`config.mk`:
```
export PLATFORM = sky130hd
export DESIGN_NAME = mem_port_arbiter
export DESIGN_NICKNAME = d
export VERILOG_FILES = /design/src/rtl/mem_arb_pkg.sv /design/src/rtl/mem_lat_counter.sv /design/src/rtl/mem_port_arbiter.sv
export SDC_FILE = /design/constraint.sdc
export NUM_CORES = 1
export LEC_CHECK = 0
export BUFFER_PORTS_ARGS = -buffer_cell sky130_fd_sc_hd__buf_2
export CAP_MARGIN = 20
export CORE_MARGIN = 4
export CORE_UTILIZATION = 25
export CTS_CLUSTER_DIAMETER = 80
export DETAILED_ROUTE_END_ITERATION = 12
export MAX_ROUTING_LAYER = met4
export PLACE_DENSITY_LB_ADDON = 0.3
export SLEW_MARGIN = 20
export SYNTH_ARGS = -nofsm -noshare
export SYNTH_HDL_FRONTEND = slang
export SYNTH_HIERARCHICAL = 1
export SYNTH_SLANG_ARGS = --single-unit
```
`constraint.sdc`:
```
create_clock -name clk -period 4 [get_ports clk]
set_input_delay 0.6 -clock clk [delete_from_list [all_inputs] [get_ports clk]]
set_output_delay 0.6 -clock clk [all_outputs]
set_load 0.01 [all_outputs]
```
`src/rtl/mem_arb_pkg.sv`:
```
// Shared types and constants for the IF/MEM single-port memory arbiter.
package mem_arb_pkg;

    typedef enum logic [1:0] {
        IDLE   = 2'd0,
        BUSY_I = 2'd1,
        BUSY_D = 2'd2
    } arbState_e;

    localparam logic       OWN_I    = 1'b0;
    localparam logic       OWN_D    = 1'b1;
    localparam logic [3:0] FETCH_BE = 4'hF;

    function automatic int latCountWidth(input int memLat);
        return $clog2(memLat + 1);
    endfunction

endpackage

```
`src/rtl/mem_lat_counter.sv`:
```
// Loadable down-counter tracking the cycles left until the memory returns data.
module mem_lat_counter
    import mem_arb_pkg::*;
#(
    parameter int MEM_LAT = 2,
    localparam int CW = latCountWidth(MEM_LAT)
) (
    input  logic clk,
    input  logic rst,
    input  logic load,
    input  logic dec,
    output logic zero
);

    logic [CW-1:0] countReg;

    // Load wins over decrement so a back-to-back grant restarts the count.
    always_ff @(posedge clk) begin
        if (rst) begin
            countReg <= '0;
        end else if (load) begin
            countReg <= CW'(MEM_LAT);
        end else if (dec && (countReg != '0)) begin
            countReg <= countReg - CW'(1);
        end
    end

    assign zero = (countReg == '0);

endmodule

```
`src/rtl/mem_port_arbiter.sv`:
```
// Shares one fixed-latency single-port memory between the fetch and data ports,
// one access in flight, with back-to-back issue and fetch/data alternation.
module mem_port_arbiter
    import mem_arb_pkg::*;
#(
    parameter int MEM_LAT = 2
) (
    input  logic        clk,
    input  logic        rst,
    input  logic        if_req,
    input  logic [31:0] if_addr,
    output logic        if_valid,
    output logic [31:0] if_rdata,
    output logic        if_stall,
    input  logic        d_req,
    input  logic        d_we,
    input  logic [31:0] d_addr,
    input  logic [31:0] d_wdata,
    input  logic [3:0]  d_be,
    output logic        d_valid,
    output logic [31:0] d_rdata,
    output logic        d_stall,
    output logic        mem_req,
    output logic        mem_we,
    output logic [31:0] mem_addr,
    output logic [31:0] mem_wdata,
    output logic [3:0]  mem_be,
    input  logic [31:0] mem_rdata
);

    arbState_e   stateReg;
    arbState_e   stateNext;
    logic        lastOwnerReg;
    logic        ifValidReg;
    logic        dValidReg;
    logic [31:0] ifRdataReg;
    logic [31:0] dRdataReg;
    logic        memReqReg;
    logic        memWeReg;
    logic [31:0] memAddrReg;
    logic [31:0] memWdataReg;
    logic [3:0]  memBeReg;

    logic busy;
    logic done;
    logic grantEval;
    logic maskI;
    logic maskD;
    logic reqI;
    logic reqD;
    logic pickI;
    logic pickD;
    logic cntZero;

    mem_lat_counter #(
        .MEM_LAT(MEM_LAT)
    ) latCounter (
        .clk (clk),
        .rst (rst),
        .load(pickI || pickD),
        .dec (busy),
        .zero(cntZero)
    );

    // A requester keeps req high up to and including its valid cycle, so it is
    // masked both on its completing edge and while its valid pulse is out.
    always_comb begin
        busy      = (stateReg != IDLE);
        done      = busy && cntZero;
        grantEval = !busy || done;
        maskI     = (done && (stateReg == BUSY_I)) || (!busy && ifValidReg);
        maskD     = (done && (stateReg == BUSY_D)) || (!busy && dValidReg);
        reqI      = if_req && !maskI;
        reqD      = d_req && !maskD;
        pickD     = grantEval && reqD && !(reqI && (lastOwnerReg == OWN_D));
        pickI     = grantEval && reqI && !pickD;
        stateNext = stateReg;
        if (pickD) begin
            stateNext = BUSY_D;
        end else if (pickI) begin
            stateNext = BUSY_I;
        end else if (done) begin
            stateNext = IDLE;
        end
    end

    always_ff @(posedge clk) begin
        if (rst) begin
            stateReg     <= IDLE;
            lastOwnerReg <= OWN_I;
            ifValidReg   <= 1'b0;
            dValidReg    <= 1'b0;
            ifRdataReg   <= '0;
            dRdataReg    <= '0;
            memReqReg    <= 1'b0;
            memWeReg     <= 1'b0;
            memAddrReg   <= '0;
            memWdataReg  <= '0;
            memBeReg     <= '0;
        end else begin
            stateReg   <= stateNext;
            memReqReg  <= pickI || pickD;
            ifValidReg <= done && (stateReg == BUSY_I);
            dValidReg  <= done && (stateReg == BUSY_D);
            if (done) begin
                if (stateReg == BUSY_I) begin
                    ifRdataReg   <= mem_rdata;
                    lastOwnerReg <= OWN_I;
                end else begin
                    // memWeReg still describes the completing access here.
                    dRdataReg    <= memWeReg ? 32'h0 : mem_rdata;
                    lastOwnerReg <= OWN_D;
                end
            end
            if (pickD) begin
                memWeReg    <= d_we;
                memAddrReg  <= d_addr;
                memWdataReg <= d_wdata;
                memBeReg    <= d_be;
            end else if (pickI) begin
                memWeReg    <= 1'b0;
                memAddrReg  <= if_addr;
                memWdataReg <= '0;
                memBeReg    <= FETCH_BE;
            end
        end
    end

    assign if_valid  = ifValidReg;
    assign if_rdata  = ifRdataReg;
    assign if_stall  = if_req & ~ifValidReg;
    assign d_valid   = dValidReg;
    assign d_rdata   = dRdataReg;
    assign d_stall   = d_req & ~dValidReg;
    assign mem_req   = memReqReg;
    assign mem_we    = memWeReg;
    assign mem_addr  = memAddrReg;
    assign mem_wdata = memWdataReg;
    assign mem_be    = memBeReg;

endmodule

```
==> results.cfg <==
[status]
outcome = finished clean

[power_and_ir_drop]
peakVddDrop_mv = 0.2417
power.density_mw_per_mm2 = 530.4
p_leak_nw = 3.385
power_w = 0.004129

[logic_synthesis]
synthCells = 681
ys_seq_elements = 141
synth.avg_cell_area_um2 = 8.275
syn_area_mm2 = 0.005635
synth_edf_count = 0
synth.most_common_cell = dfxtp_1
ys_seq_area_frac = 0.5009
synth_top_area_share = 0.5009
synth_top_area_cell = dfxtp_1
synth-async-reset-ratio = 0
ys_types = 33
ys.flop_type = dfxtp_1
yosysWarnings = 6
synthTopCellsByCount = dfxtp_1 (141), nand2_1 (130), a21oi_1 (104)
synth_area_leaders = dfxtp_1 (50%), a21oi_1 (9.2%), nand2_1 (8.7%)
synth_fp_nets = 819

[timing]
setup_tns_ns = 0
skew_ns = 0.01086
fmax_ghz = 0.3668
max-slew-margin-rel = 0.3216
hold_viol_final = 0
maxSlewViolCount = 0
worstMarginPinSlew_ns = 1.018
post-route-period-util = 0.6815
setup_viol = 0
layout_min_cycle_time_ns = 2.726
rsz0062_at_grt = false

[final_layout]
final_nets = 1052
area_growth_pct = 38.12
diodes = 0
fill_cells = 2308
drive_gt1_frac = 0.3528

[floorplan]
fp-row-count = 54
io_pins = 275
core_area_mm2 = 0.02203
die_h_um = 158.1
die_area_mm2 = 0.02501
initial_utilization = 0.2559
die_w_um = 158.1

[clock_tree]
ctsRootBufferMaster = clkbuf_16
cts-htree-levels = 4
cts_resized = 0
clock-sinks = 141
ctsHoldBuffers = 0
postCtsSetupBuffers = 0
clk_pin_slew_ns = 0.07
cts.path.max_buffers = 2
numCtsBuffers = 17
cts_tree = yes
clock_latency_ns = 0.42

[placed_design]
port_buffers = 274
gp_congestion = 0.7752
dp_hpwl_mm = 13.41

[global_route]
grt_max_degree = 90
antenna_found_initial = 0
grt_pass1_vias = 5581
grt_overflow = 0
grt_pass1_wl_mm = 29.95
grt_usage = 0.1555

[min_path]
hold_path_class = in -> reg
hp-start = mem_rdata[10]
min_to = if_rdata[10]
hold_depth = 3

[detailed_routing]
wirelength_mm = 19.97
avgViaCountPerCell = 4.785
avgRoutedWirePerCell_um = 16.55
drtIter0Drc = 443
ant_nets = 0
dr.pass1.iters = 5
drc_errors = 0
vias = 5775

[worst_setup_path]
path_class = reg -> reg
crit_chain = inv_1 > ha_1 > and2_1 > o21a_1 > buf_4 > nand2_2 > nand2_1 > nor2_1 > a211oi_1
cp-end-kind = flip-flop
reg2reg_to = latCounter/countReg[1]
path_max_fanout = 39
cp_slowest_cell = nand2_2
reg2reg_from = latCounter/countReg[0]
r2r_cells = 9
r2r_slack_ns = 1.27
critical_path.max_stage_delay_ns = 0.55
start_kind = flip-flop
crit_arrival_ns = 3.04
worstPathRequired_ns = 4.32

[job]
maxCapViolCount = 0
## final cells by class
type	count	area, µm²	area share
multi-input cells	466	2505	0.3218
clock buffers	17	425.4	0.05465
inverters	2	7.507	0.0009645
repair buffers	286	1489	0.1913
flip-flops and latches	141	2823	0.3626
well taps	280	350.3	0.04501
clock inverters	15	183.9	0.02363
## kinds of logic after synthesis
logic type | Yosys count | synth area share
multiplexers | 1 | 0.001776
buffers and inverters | 74 | 0.05817
AO/OA/AOI/OAI | 179 | 0.1994
XOR/XNOR | 1 | 0.001554
AND/OR/NAND/NOR | 284 | 0.2360
flip-flops | 141 | 0.5009
adder cells (fa/ha/maj) | 1 | 0.002220
## registers in the layout (all words and copies together), names as in the netlist
| signal | flops |
|---|---|
| d_rdata | 32 |
| d_valid | 1 |
| if_rdata | 32 |
| if_valid | 1 |
| lastOwnerReg | 1 |
| latCounter/countReg | 2 |
| mem_addr | 32 |
| mem_be | 4 |
| mem_req | 1 |
| mem_wdata | 32 |
| mem_we | 1 |
| stateReg | 2 |
## layout by cell type (no fill, tap or decap), types with 2 or more instances in the layout
master and count:
a21oi_1 104, a311oi_1 32, buf_12 2, buf_2 273, buf_4 11, bufinv_16 3, clkbuf_16 17, clkinv_2 2
clkinv_4 2, clkinvlp_4 3, dfxtp_1 141, inv_1 2, inv_6 5, nand2_1 129, nand2_2 2, nand2b_1 3
nand3_1 37, nor2_1 34, nor2b_1 2, nor3_1 36, nor3b_1 33, o211ai_1 34, o22ai_1 4
## through the flow
| step | hold slack [ns] | instances | worst slack [ns] | cell area, µm² | util |
|---|---|---|---|---|---|
| final | 0.4253 | 1207 | 1.274 | 7784 | 0.3534 |
| after global routing | 0.4028 | 1207 | 1.048 | 7784 | 0.3534 |
| after CTS | 0.4030 | 1207 | 1.231 | 7784 | 0.3534 |
| after detailed placement | 0.4441 | 1175 | 1.275 | 7174 | 0.3257 |
| after global placement | 0.4394 | 1175 | 1.331 | 7174 | 0.3257 |
| after floorplan | 0.4805 | 681 | 2.208 | 5635 | - |
## worst max path at each step
stage	depth (start not counted)	to	slack [ns]	startpoint
3_3_place_gp	9	latCounter/countReg[1]	1.33	latCounter/countReg[0]
3_5_place_dp	9	latCounter/countReg[1]	1.27	latCounter/countReg[0]
6_report	9	latCounter/countReg[1]	1.27	latCounter/countReg[0]
4_1_cts	9	latCounter/countReg[1]	1.23	latCounter/countReg[0]
2_1_floorplan	7	latCounter/countReg[1]	2.21	if_req
5_1_grt	9	latCounter/countReg[1]	1.05	latCounter/countReg[0]
## power by group
group / leakage, nW / internal (W) / total, W / switching (W)
combinational: 1.94 / 0.000317 / 0.000847 / 0.000530
sequential: 1.15 / 0.00155 / 0.00162 / 0.0000763
clock: 0.291 / 0.000991 / 0.00166 / 0.000666
total: 3.38 / 0.00286 / 0.00413 / 0.00127
## routing by layer
layer / global-route usage / wire length, µm / vias to the layer above / share of wire
met5: - / 0 / - / 0
met3: 0.04866 / 1615 / 18 / 0.081
met2: 0.2557 / 9552 / 249 / 0.48
met4: 0.03859 / 248 / 0 / 0.012
li1: - / - / 2861 / -
met1: 0.1860 / 8556 / 2647 / 0.43
## critical path: cells and delay by family (launching register included)
family | cells | cell delay [ns]
flops | 1 | 0.30
compound gates | 2 | 0.39
simple gates | 4 | 1.19
buf+inv | 2 | 0.44
fa+ha+maj | 1 | 0.31
(Power assumes the default switching activity.)
